--- config.mk ---
export PLATFORM = sky130hd
export DESIGN_NAME = instr_decode_stage_flat
export DESIGN_NICKNAME = d
export VERILOG_FILES = /design/src/rtl/instr_decode_stage_pkg.sv /design/src/rtl/instr_decode_if.sv /design/src/rtl/instr_decode_stage_field_decode.sv /design/src/rtl/instr_decode_stage.sv /design/src/flat_wrapper.sv
export SDC_FILE = /design/constraint.sdc
export NUM_CORES = 1
export LEC_CHECK = 0
export CORE_ASPECT_RATIO = 1.75
export CORE_MARGIN = 5
export CORE_UTILIZATION = 54
export CTS_BUF_LIST = sky130_fd_sc_hd__clkbuf_2
export DETAILED_ROUTE_END_ITERATION = 10
export PLACE_DENSITY = 0.93
export SLEW_MARGIN = 20
export SYNTH_ARGS = -nofsm -noshare
export SYNTH_HDL_FRONTEND = slang
export SYNTH_SLANG_ARGS = --single-unit
--- constraint.sdc ---
create_clock -name clk -period 8.4 [get_ports clk]
set_clock_uncertainty 0.15 [all_clocks]
set_input_delay 1.26 -clock clk [delete_from_list [all_inputs] [get_ports clk]]
set_output_delay 1.26 -clock clk [all_outputs]
set_load 0.02 [all_outputs]
--- src/rtl/instr_decode_stage_pkg.sv ---
// Shared decode-stage types: op and immediate-select encodings, buffer states,
// and the decoded-field record. The immediate extender imports this as well.
package instr_decode_stage_pkg;

  typedef enum logic [1:0] {
    OP_DP  = 2'b00,
    OP_MEM = 2'b01,
    OP_BR  = 2'b10,
    OP_ILL = 2'b11
  } op_e;

  typedef enum logic [1:0] {
    IMM_DP  = 2'd0,
    IMM_MEM = 2'd1,
    IMM_BR  = 2'd2,
    IMM_ILL = 2'd3
  } imm_src_e;

  typedef enum logic [1:0] {
    ST_EMPTY = 2'd0,
    ST_ONE   = 2'd1,
    ST_TWO   = 2'd2
  } state_e;

  typedef struct packed {
    logic [3:0]  cond;
    logic [23:0] immediate;
    logic [3:0]  rd;
    imm_src_e    imm_src;
    logic        use_imm;
    logic        illegal;
  } dec_t;

  localparam dec_t DEC_ZERO = dec_t'('0);

endpackage

--- src/rtl/instr_decode_if.sv ---
// Fetch-side and execute-side handshake plus decoded fields of the decode stage.
interface instr_decode_if #(
  parameter int PC_W = 32
) ();
  logic            if_valid;
  logic [31:0]     if_instr;
  logic [PC_W-1:0] if_pc;
  logic            if_ready;
  logic            flush;
  logic            id_ready;
  logic            id_valid;
  logic [23:0]     immediate;
  logic [1:0]      imm_src;
  logic            use_imm;
  logic [3:0]      cond;
  logic [3:0]      rd;
  logic [PC_W-1:0] id_pc;
  logic            illegal;

  modport master (
    output if_valid, if_instr, if_pc, flush, id_ready,
    input  if_ready, id_valid, immediate, imm_src, use_imm, cond, rd, id_pc, illegal
  );

  modport slave (
    input  if_valid, if_instr, if_pc, flush, id_ready,
    output if_ready, id_valid, immediate, imm_src, use_imm, cond, rd, id_pc, illegal
  );
endinterface

--- src/rtl/instr_decode_stage_field_decode.sv ---
// Combinational op-to-extender mapping, applied once to the word entering the buffer.
module instr_field_decode
  import instr_decode_stage_pkg::*;
(
  input  logic [31:0] instr,
  output dec_t        dec
);
  op_e  op;
  logic unused_bits;

  assign op          = op_e'(instr[27:26]);
  assign unused_bits = instr[24];

  always_comb begin
    // NOTE: assign a full default first so no branch can leave a field unset and infer a latch.
    dec           = DEC_ZERO;
    dec.cond      = instr[31:28];
    dec.immediate = instr[23:0];
    dec.rd        = instr[15:12];
    unique case (op)
      OP_DP: begin
        dec.imm_src = IMM_DP;
        dec.use_imm = instr[25];
      end
      OP_MEM: begin
        dec.imm_src = IMM_MEM;
        dec.use_imm = ~instr[25];
      end
      OP_BR: begin
        dec.imm_src = IMM_BR;
        dec.use_imm = 1'b1;
      end
      OP_ILL: begin
        dec.imm_src = IMM_ILL;
        dec.illegal = 1'b1;
      end
    endcase
  end
endmodule

--- src/rtl/instr_decode_stage.sv ---
// Decode stage: two-entry skid buffer holding pre-decoded instructions; all
// outputs come straight from the head-entry registers.
module instr_decode_stage
  import instr_decode_stage_pkg::*;
#(
  parameter int PC_W = 32
) (
  input  logic         clk,
  input  logic         rst_n,
  instr_decode_if.slave bus
);
  state_e          state;
  logic            if_ready_q;
  logic            id_valid_q;
  dec_t            in_dec;
  dec_t            head_dec;
  dec_t            tail_dec;
  logic [PC_W-1:0] head_pc;
  logic [PC_W-1:0] tail_pc;
  logic            push;
  logic            pop;

  instr_field_decode u_field_decode (
    .instr (bus.if_instr),
    .dec   (in_dec)
  );

  assign push = bus.if_valid & if_ready_q;
  assign pop  = id_valid_q & bus.id_ready;

  // NOTE: sequential state uses non-blocking assignments so every flop sees pre-edge values.
  always_ff @(posedge clk or negedge rst_n) begin
    if (!rst_n) begin
      state      <= ST_EMPTY;
      if_ready_q <= 1'b1;
      id_valid_q <= 1'b0;
      head_dec   <= DEC_ZERO;
      head_pc    <= '0;
    end else if (bus.flush) begin
      // Head data is left alone so outputs hold while id_valid is low.
      state      <= ST_EMPTY;
      if_ready_q <= 1'b1;
      id_valid_q <= 1'b0;
    end else begin
      unique case (state)
        ST_EMPTY: begin
          if (push) begin
            head_dec   <= in_dec;
            head_pc    <= bus.if_pc;
            state      <= ST_ONE;
            id_valid_q <= 1'b1;
          end
        end
        ST_ONE: begin
          if (push && pop) begin
            head_dec <= in_dec;
            head_pc  <= bus.if_pc;
          end else if (push) begin
            state      <= ST_TWO;
            if_ready_q <= 1'b0;
          end else if (pop) begin
            state      <= ST_EMPTY;
            id_valid_q <= 1'b0;
          end
        end
        ST_TWO: begin
          if (pop) begin
            head_dec   <= tail_dec;
            head_pc    <= tail_pc;
            state      <= ST_ONE;
            if_ready_q <= 1'b1;
          end
        end
        default: begin
          state      <= ST_EMPTY;
          if_ready_q <= 1'b1;
          id_valid_q <= 1'b0;
        end
      endcase
    end
  end

  // NOTE: the tail slot is pure storage and is never read before being written, so it has no reset.
  always_ff @(posedge clk) begin
    if (state == ST_ONE && push && !pop) begin
      tail_dec <= in_dec;
      tail_pc  <= bus.if_pc;
    end
  end

  assign bus.if_ready  = if_ready_q;
  assign bus.id_valid  = id_valid_q;
  assign bus.immediate = head_dec.immediate;
  assign bus.imm_src   = head_dec.imm_src;
  assign bus.use_imm   = head_dec.use_imm;
  assign bus.cond      = head_dec.cond;
  assign bus.rd        = head_dec.rd;
  assign bus.id_pc     = head_pc;
  assign bus.illegal   = head_dec.illegal;
endmodule

--- src/flat_wrapper.sv ---
// flat-port wrapper written by rule: the top's interface ports become plain ports
module instr_decode_stage_flat import instr_decode_stage_pkg::*;
#(
  parameter int PC_W = 32
)
  (clk, rst_n, bus_if_valid, bus_if_instr, bus_if_pc, bus_flush, bus_id_ready, bus_if_ready, bus_id_valid, bus_immediate, bus_imm_src, bus_use_imm, bus_cond, bus_rd, bus_id_pc, bus_illegal);
  instr_decode_if #(.PC_W(PC_W)) bus_i ();
  input  logic clk;
  input  logic rst_n;
  input wire logic [$bits(bus_i.if_valid)-1:0] bus_if_valid;
  input wire logic [$bits(bus_i.if_instr)-1:0] bus_if_instr;
  input wire logic [$bits(bus_i.if_pc)-1:0] bus_if_pc;
  input wire logic [$bits(bus_i.flush)-1:0] bus_flush;
  input wire logic [$bits(bus_i.id_ready)-1:0] bus_id_ready;
  output wire logic [$bits(bus_i.if_ready)-1:0] bus_if_ready;
  output wire logic [$bits(bus_i.id_valid)-1:0] bus_id_valid;
  output wire logic [$bits(bus_i.immediate)-1:0] bus_immediate;
  output wire logic [$bits(bus_i.imm_src)-1:0] bus_imm_src;
  output wire logic [$bits(bus_i.use_imm)-1:0] bus_use_imm;
  output wire logic [$bits(bus_i.cond)-1:0] bus_cond;
  output wire logic [$bits(bus_i.rd)-1:0] bus_rd;
  output wire logic [$bits(bus_i.id_pc)-1:0] bus_id_pc;
  output wire logic [$bits(bus_i.illegal)-1:0] bus_illegal;
  assign bus_i.if_valid = bus_if_valid;
  assign bus_i.if_instr = bus_if_instr;
  assign bus_i.if_pc = bus_if_pc;
  assign bus_i.flush = bus_flush;
  assign bus_i.id_ready = bus_id_ready;
  assign bus_if_ready = bus_i.if_ready;
  assign bus_id_valid = bus_i.id_valid;
  assign bus_immediate = bus_i.immediate;
  assign bus_imm_src = bus_i.imm_src;
  assign bus_use_imm = bus_i.use_imm;
  assign bus_cond = bus_i.cond;
  assign bus_rd = bus_i.rd;
  assign bus_id_pc = bus_i.id_pc;
  assign bus_illegal = bus_i.illegal;
  instr_decode_stage #(.PC_W(PC_W)) u_core (.clk(clk), .rst_n(rst_n), .bus(bus_i));
endmodule
== Word level (Yosys, flattened, before mapping) ==
Index checks and enable logic that the tools add are counted.
Storage, ports and cells
  flip-flop bits (word level): 140
  input port bits: 69
  output and inout bits: 70
Operators by class
  bitwise logic cells: 4
  muxes and demuxes: 29
  equal/unequal tests: 17
  reductions and logical operators: 11
Operators by type and width (count)
  $mux W36: 3
  $pmux W36 S3: 1
  $mux W32: 3
  $pmux W32 S3: 1
  $mux W2: 6
  $ne A3 B2 Y1 const B: 4
  $mux W1: 10
  $reduce_and A5 Y1: 2
  $pmux W1 S3: 3
  $pmux W2 S4: 1
  $reduce_and A4 Y1: 2
  $eq A2 B2 Y1 const B: 3
  $ne A2 B1 Y1 const B: 3
  $ne A3 B3 Y1 const B: 2
  $pmux W2 S3: 1
  $eq A2 B1 Y1 const B: 2
  $logic_not A2 Y1: 2
  $ne A2 B2 Y1 const B: 2
  $ne A4 B2 Y1 const B: 1
  $logic_and A1 B1 Y1: 3
  $reduce_bool A3 Y1: 1
  $and A1 B1 Y1: 2
  $not A1 Y1: 2
  $logic_not A1 Y1: 1

== Longest topological paths before layout ==
Gate-level depths: netlist (run 1).
  depth after elaboration: 6
  depth in mapped cells: 6
  depth with buffers taken out: 4

== By module ==
From an unflattened synthesis (run 1), not the netlist that was laid out.
Second synthesis, totals
  cell total of the unflattened synthesis: 437
  area, all modules: 5894.4 um^2
Modules (own cells, without submodules)
  instr_decode_stage: cells each 400, sequential area each 3844.9 um^2, times used 1, area an instance 5624.1 um^2
  instr_field_decode: cells each 37, sequential area each 0.0 um^2, times used 1, area an instance 270.3 um^2

== Worst setup path before layout (run 1) ==
Ideal clock, no wire load.
  path kind: input to register
  start point: input port bus_id_ready
  end point: register u_core.tail_dec[0] (netlist name), enable pin
  required time: 7.821 ns
  slack: 4.780 ns
  stages on the path: 2
  arrival: 3.042 ns
  cells stage by stage: a21boi_0 and2_1
Between the ends
  word-level cells in the longest chain between the ends: 3
Ends and longest elaborated chain
  start: declaration: line flat_wrapper.sv:14  | input wire logic [$bits(bus_i.id_ready)-1:0] bus_id_ready;
  $and A1 B1 Y1: line instr_decode_stage.sv:29  | assign pop = id_valid_q & bus.id_ready;
  $logic_not A1 Y1: line instr_decode_stage.sv:85  | if (state == ST_ONE && push && !pop) begin
  $logic_and A1 B1 Y1: line instr_decode_stage.sv:85
  end signal: assignment: line instr_decode_stage.sv:86  | tail_dec <= in_dec;
  end: declaration: line instr_decode_stage.sv:17  | dec_t tail_dec;
Every way passes these cells.
A chain may end at the register's enable or synchronous reset.

== Worst setup path after layout (run 1) ==
  start point: input port bus_id_ready
  end point: register u_core.head_pc[16], in the netlist u_core.bus.id_pc[16]
Between the ends
  word-level cells in the longest chain between the ends: 4
  elaborated cells between the ends (all ways): 5
Ends and longest elaborated chain
  $and A1 B1 Y1 *: line instr_decode_stage.sv:29
  $logic_and A1 B1 Y1: line instr_decode_stage.sv:55  | if (push && pop) begin
  $ne A2 B1 Y1 (no line)
  $reduce_and A5 Y1 (no line) *
  end signal: assignment: line instr_decode_stage.sv:49  | head_pc <= bus.if_pc;
  end signal: assignment: line instr_decode_stage.sv:57  | head_pc <= bus.if_pc;
  end signal: assignment: line instr_decode_stage.sv:69  | head_pc <= tail_pc;
  end: declaration: line instr_decode_stage.sv:18  | logic [PC_W-1:0] head_pc;
Every way passes the cells marked *; elsewhere a longest branch is shown, timed or not.

==> results of run 1 <==
-- Yosys cell counts, drive strengths merged, types with 3 or more instances --
library cell | number | share of area, %
nor2 | 4 | 0.28
a21oi | 3 | 0.28
edfxtp | 64 | 36
buf | 17 | 1.6
mux2 | 128 | 27
nand2 | 3 | 0.21
clkbuf | 3 | 0.21
dfrtp | 67 | 31
and2 | 3 | 0.35
-- per-stage QoR --
stage	instance area, um^2	power [mW]	cells
5_1_grt	6960	2.15	585
6_report	6960	2.04	585
4_1_cts	6960	2.07	584
3_5_place_dp	6810	1.79	553
2_1_floorplan	5350	1.36	307
3_3_place_gp	6810	1.75	553
-- worst max-delay path: cells and delay by family --
family	cells	cell delay, ns
buffers and inverters	2	1.02
AND/OR/NAND/NOR	1	0.23
multiplexers	1	0.40
AO/OA/AOI/OAI	2	1.04
-- routing by layer --
| layer | part of all wire (%) | vias up |
|---|---|---|
| met1 | 37 | 1557 |
| met4 | 1.7 | 0 |
| met2 | 56 | 93 |
| li1 | - | 1420 |
| met5 | 0 | - |
| met3 | 4.9 | 16 |
-- cell type report --
type,instances,area (um^2),area share [%]
flip-flops and latches,132,3620,52.0
well taps,125,156,2.25
multi-input cells,154,1630,23.4
diodes,1,2.50,0.0359
inverters,1,3.75,0.0539
clock inverters,9,42.5,0.611
repair buffers,141,1400,20.1
clock buffers,22,110,1.58
-- cell families after synthesis --
family | count (synthesis) | synth area share [%]
AO/OA/AOI/OAI | 9 | 1.38
AND/OR/NAND/NOR | 15 | 1.59
buffers and inverters | 21 | 1.92
multiplexers | 129 | 27.1
XOR/XNOR | 1 | 0.164
flip-flops | 132 | 67.8
-- sequential cells by signal, summed over array words and instances, names as in the netlist --
register,count
u_core.bus.id_pc,32
u_core.bus.immediate,24
u_core.bus.if_ready,1
u_core.tail_dec,32
u_core.bus.use_imm,1
u_core.tail_pc,32
u_core.bus.id_valid,1
u_core.bus.cond,4
u_core.bus.imm_src,2
u_core.state,2
u_core.bus.illegal,1
-- power by group through the flow --
stage / sequential [mW] / clock (mW) / combinational (mW)
finish: 0.941 / 0.282 / 0.821
global route: 0.961 / 0.326 / 0.864
CTS: 0.942 / 0.297 / 0.835
detailed placement: 0.957 / 0 / 0.833
global placement: 0.940 / 0 / 0.812
floorplan: 1.13 / 0 / 0.234
-- worst min path at each step --
| stage | from | slack (ns) | endpoint |
|---|---|---|---|
| CTS | u_core.bus.immediate[5]$_DFFE_PN0P_ | 0.37 | u_core.bus.immediate[5]$_DFFE_PN0P_ |
| detailed placement | u_core.bus.immediate[5]$_DFFE_PN0P_ | 0.33 | u_core.bus.immediate[5]$_DFFE_PN0P_ |
| floorplan | u_core.tail_dec[34]$_DFFE_PP_ | 0.41 | u_core.bus.cond[2]$_DFFE_PN0P_ |
| global placement | u_core.bus.use_imm$_DFFE_PN0P_ | 0.32 | u_core.bus.use_imm$_DFFE_PN0P_ |
| global route | u_core.bus.immediate[5]$_DFFE_PN0P_ | 0.38 | u_core.bus.immediate[5]$_DFFE_PN0P_ |
| finish | u_core.bus.immediate[5]$_DFFE_PN0P_ | 0.36 | u_core.bus.immediate[5]$_DFFE_PN0P_ |
==> metrics.md, run 1 <==
| Metric | Value |
|---|---|
| Outcome | complete, no violations |
| Worst EP required | 8.77 ns |
| Crit path capture | u_core.bus.id_pc[16]$_DFFE_PN0P_ |
| Vias in the first global route | 3472 |
| Most frequent cells in the layout | clkdlybuf4s50_1 (136), mux2_2 (117), dfrtp_1 (67) |
| Die area | 12100 um^2 |
| Syn Area/Cell | between 15 and 20 um^2 |
| Layout area overhead | 30.3% |
| Setup CP Type | input port to flop |
| Setup violators final | 0 |
| Worst VDD drop | 0.163 mV |
| Worst Reg-to-Reg Cells | 5 |
| Port buffer count | 137 |
| Num rows | 48 |
| CTS Buf Count | 17 |
| Gpl congestion | 0.788 |
| Setup_tns | 0 ns |
| Grt met2 use | 36.1% |
| Critical Path Start Type | input port |
| Yosys warns | 0 |
| Pre-CTS WS | 4.13 ns |
| Combinational group share of total power | 40.2% |
| Via count | 3086 |
| Leakage Power | 2.64 nW |
| Core area | roughly 9800 um^2 |
| Flop pwr share | a little under half |
| Largest net degree at the start of global routing | 69 |
| Longest Clk Path Bufs | 2 |
| Final core utilization | 71.1% |
| Post-CTS Hold Fix Bufs | 0 |
| Initial antenna violation count | 1 |
| Final Hold Violating Endpoints | 0 |
| Final Max Slew Viols | 0 |
| Final period utilization | 42.9% |
| CTS root buf | clkbuf_2 |
| DR vias/cell | 5.28 |
| Critical Path Fanout Max | 36 |
| Distinct cells, synth | 27 |
| Mapped Area | about 5300 um^2 |
| Post-Syn Nets | between 300 and 400 |
| Share of layout cells above drive strength 1 | 33.6% |
| #FFs+latches synth | roughly 130 |
| Cells after Synth | 307 |
| Max Clk Rate | around 0.28 GHz |
| HP Class | flop to flop |
| Worst-path cell chain | clkdlybuf4s50_1 -> and2_1 -> a21o_1 -> a22oi_4 -> buf_4 -> mux2_2 |
| Worst R2R End | u_core.bus.id_pc[16]$_DFFE_PN0P_ |
| Min setup slack post-route | approximately 4.8 ns |
| Die Wd | roughly 85 um |
| R2R Setup Slk | roughly 5.4 ns |
| Slew margin rel. | around a third |
| Global-route wire length before repair | 18300 um |
| Met3 usage | 5.40% |
| Reg clk slew, reported paths | 0.16 ns |
| Die Y | about 140 um |
| FFs w/ async S/R, synth | between 50% and 60% |
| GRT Resource Usage Total | 19.9% |
| Met1 Track Usage GR | a little over a fifth |
| Detailed Route WL | between 10000 and 15000 um |
| Crit path max-delay cell type | a22oi_4 |
| Crit path from | bus_id_ready |
| CTS sink count | 132 |
| RSZ-0062 raised after global routing | false |
| Clk Latency, worst-skew pair | 0.65 ns |
| Nets | 516 |
| Top-Level Pins | 139 |
| Tightest Pin Transition | roughly 1 ns |
| Hold depth | 1 |
| Cell Int Power | ~1.4 mW |
| Routed Antenna Nets | 0 |
| H-Tree Level Count | 4 |
| Initial Util | 54.6% |
| Switching power | just under 0.7 mW |
| Clock share of power | approximately 14% |
| Post-CTS Setup Bufs | 0 |
| Fillcell total | 654 |
| Endpoint type of the worst setup path | flop |
| Top FF cell, synth | dfrtp_1 |
| GRT Max-Usage Layer | met2 |
| Commonest non-fill, non-tap cell in the layout | clkdlybuf4s50_1 |
| Overflow after GRT | 0 |
| DRC Markers | 0 |
| CTS tree | built |
| Delay of the slowest cell on the worst path | 0.80 ns |
| Sw frac | 33.5% |
| Worst reg2reg startpoint | u_core.state[1]$_DFFE_PN0P_ |
| Min Clock Period, post-route | 3.61 ns |
| EDFF count, synth | 64 |
| DP Wirelength | roughly 8100 um |
| Wire length per cell | 19.6 um |
| Critical path arrival | 3.98 ns |
| Drt first pass iters | 6 |
| PwrDens | 294 nW/um^2 |
| Cts repair resizes | 0 |
| Initial drt markers | roughly 130 |
| Seq/Total Area, Yosys | 67.8% |
| Hold WS | 0.362 ns |
| Max-cap violations | 0 |
(Power assumes the default switching activity.)
==> inputs of run 2 (changes only) <==
--- a/config.mk
+++ b/config.mk
@@ -7,10 +7,10 @@
 export LEC_CHECK = 0
 export CORE_ASPECT_RATIO = 1.75
 export CORE_MARGIN = 5
-export CORE_UTILIZATION = 54
+export CORE_UTILIZATION = 45
 export CTS_BUF_LIST = sky130_fd_sc_hd__clkbuf_2
 export DETAILED_ROUTE_END_ITERATION = 10
-export PLACE_DENSITY = 0.93
+export PLACE_DENSITY = 0.84
 export SLEW_MARGIN = 20
 export SYNTH_ARGS = -nofsm -noshare
 export SYNTH_HDL_FRONTEND = slang
==> constraint.sdc (replaced) <==
create_clock -name clk -period 2.9 [get_ports clk]
set_clock_uncertainty 0.15 [all_clocks]
set_input_delay 0.435 -clock clk [delete_from_list [all_inputs] [get_ports clk]]
set_output_delay 0.435 -clock clk [all_outputs]
set_load 0.02 [all_outputs]
==> metrics.md, run 2 (synthesis results as in run 1) <==
| Metric | Value |
|---|---|
| Reg clk slew, reported paths | 0.21 ns (+0.05 ns) |
| Wire length per cell | 19.1 um (-2.4%) |
| Layout area overhead | 34.4% |
| Longest Clk Path Bufs | 2 (unchanged) |
| Initial antenna violation count | 1 (unchanged) |
| Routed Antenna Nets | 0 (unchanged) |
| Post-CTS Setup Bufs | 0 (unchanged) |
| Initial drt markers | 117 (-7.9%) |
| GRT Resource Usage Total | 17.1% (-2.8 points) |
| Largest net degree at the start of global routing | 69 (unchanged) |
| H-Tree Level Count | 4 (unchanged) |
| Detailed Route WL | 11400 um (-0.23%) |
| Leakage Power | 2.72 nW (+3.3%) |
| Crit path max-delay cell type | dfstp_2 |
| Share of layout cells above drive strength 1 | 34.6% (+1.1 points) |
| Setup CP Type | flop to output pin |
| Slew margin rel. | 37.9% (+6.5 points) |
| Worst-path cell chain | clkdlybuf4s50_1 |
| Die Y | 154 um (+8.9%) |
| Critical Path Fanout Max | 5 (-86%) |
| Drt first pass iters | 5 (-1) |
| Max Clk Rate | 0.409 GHz |
| FF/Latch Area | 3620 um^2 (unchanged) |
| CTS tree | built |
| Num rows | 52 (+8.3%) |
| Min Clock Period, post-route | 2.44 ns |
| Commonest non-fill, non-tap cell in the layout | clkdlybuf4s50_1 |
| Critical Path Start Type | flop |
| Critical path's top delay family | flip-flops |
| Final Hold Violating Endpoints | 0 (unchanged) |
| Die area | 14200 um^2 (+18%) |
| Gpl congestion | 0.729 (-7.5%) |
| CTS Buf Count | 17 (unchanged) |
| Worst VDD drop | 0.661 mV (+310%) |
| Overflow after GRT | 0 (unchanged) |
| Tot Pwr | 6.43 mW (+210%) |
| Final Max Slew Viols | 0 (unchanged) |
| Port buffer count | 137 (unchanged) |
| DR vias/cell | 5.23 (-0.81%) |
| Most frequent cells in the layout | clkdlybuf4s50_1 (136), mux2_2 (117), dfrtp_1 (67) |
| Setup_tns | 0 ns (unchanged) |
| Core area | 11600 um^2 (+18%) |
| Final period utilization | 84.3% |
| Clk Latency, worst-skew pair | 0.65 ns (about the same) |
| RSZ-0062 raised after global routing | false |
| Global-route wire length before repair | 18700 um (+2.0%) |
| Nets | 518 (+0.39%) |
| DP Wirelength | 7940 um (-1.8%) |
| DRC Markers | 0 (unchanged) |
| Outcome | complete, no violations |
| Max-cap violations | 0 (unchanged) |
| Top-Level Pins | 139 (unchanged) |
| Fillcell total | 882 (+35%) |
| Delay of the slowest cell on the worst path | 0.61 ns (-0.19 ns) |
| CTS sink count | 132 (unchanged) |
| Endpoint type of the worst setup path | output pin |
| Worst EP required | 2.32 ns (-6.45 ns) |
| Tightest Pin Transition | 0.931 ns (-0.0974 ns) |
| Worst Path Buf+Inv | 1 (-1) |
| Setup violators final | 0 (unchanged) |
| Die Wd | 92.4 um (+8.4%) |
| Cts repair resizes | 0 (unchanged) |
| CTS root buf | clkbuf_2 |
| Area of the multi-input gates | 1630 um^2 (unchanged) |
| HP Class | input port to flop |
| PwrDens | 896 nW/um^2 (+210%) |
| Critical path arrival | 1.86 ns (-2.12 ns) |
| Via count | 3129 (+1.4%) |
| Initial Util | 46.2% (-8.4 points) |
| Vias in the first global route | 3515 (+1.2%) |
run 2: cell count changes in the layout (fill, tap and decap cells not counted), sizes merged:
cell and delta:
buf +1, bufinv +5, clkbuf -3, clkinv -1, dlygate4sd3 +1
run 2: worst paths after layout:
path	from	to	slack [ns]	depth (start not counted)
worst max-delay path	u_core.bus.if_ready$_DFFE_PN1P_	bus_if_ready	0.46	1
worst min-delay path	bus_if_instr[0]	u_core.tail_dec[8]$_DFFE_PP_	0.20	1
worst max register to register	u_core.state[1]$_DFFE_PN0P_	u_core.bus.immediate[9]$_DFFE_PN0P_	0.75	5
worst min register to register	u_core.bus.immediate[5]$_DFFE_PN0P_	u_core.bus.immediate[5]$_DFFE_PN0P_	0.36	1
max in group asynchronous	rst_n	u_core.bus.cond[0]$_DFFE_PN0P_	1.69	2
min in group asynchronous	rst_n	u_core.bus.id_pc[19]$_DFFE_PN0P_	0.28	2
run 2: through the flow:
stage                     instance area (um^2)  cells  setup slack [ns]  utilization (%)  hold WS [ns]
after floorplan                           5350    307          0.000539                -       -0.0106
after global placement                    6870    564             0.419             59.3         0.325
after detailed placement                  6870    564             0.348             59.3         0.331
after CTS                                 7180    597             0.383             62.0         0.110
after global routing                      7180    598             0.300             62.0        0.0459
final                                     7180    598             0.456             62.0         0.196
run 2: timing repair:
| action | in CTS | in global routing |
|---|---|---|
| hold buffers | 1 | 0 |
| setup endpoints to repair | 0 | 0 |
| hold endpoints to repair | 67 | 0 |
run 2: area by class of cell:
cell class                      instances  area share [%]
Inverter                                1          0.0522
Clock buffer                           19            1.32
Multi-Input combinational cell        154            22.7
Clock inverter                         13            2.89
Antenna cell                            1          0.0348
Sequential cell                       132            50.5
Tap cell                              135            2.35
Timing Repair Buffer                  143            20.2
run 2: report_power, final:
part | switching (mW) | internal [mW]
combinational | 1.13 | 1.27
clock | 0.664 | 0.660
sequential | 0.246 | 2.46
total | 2.04 | 4.40
run 2: per-layer routing:
layer / part of all wire, % / up-vias / GRT usage (%) / wire length, um
met5: 0 / - / 0 / 0
met4: 2.6 / 0 / 6.95 / 301
met3: 5.4 / 20 / 5.25 / 623
met2: 57 / 101 / 31.2 / 6490
met1: 35 / 1586 / 18.1 / 4020
li1: - / 1422 / - / -
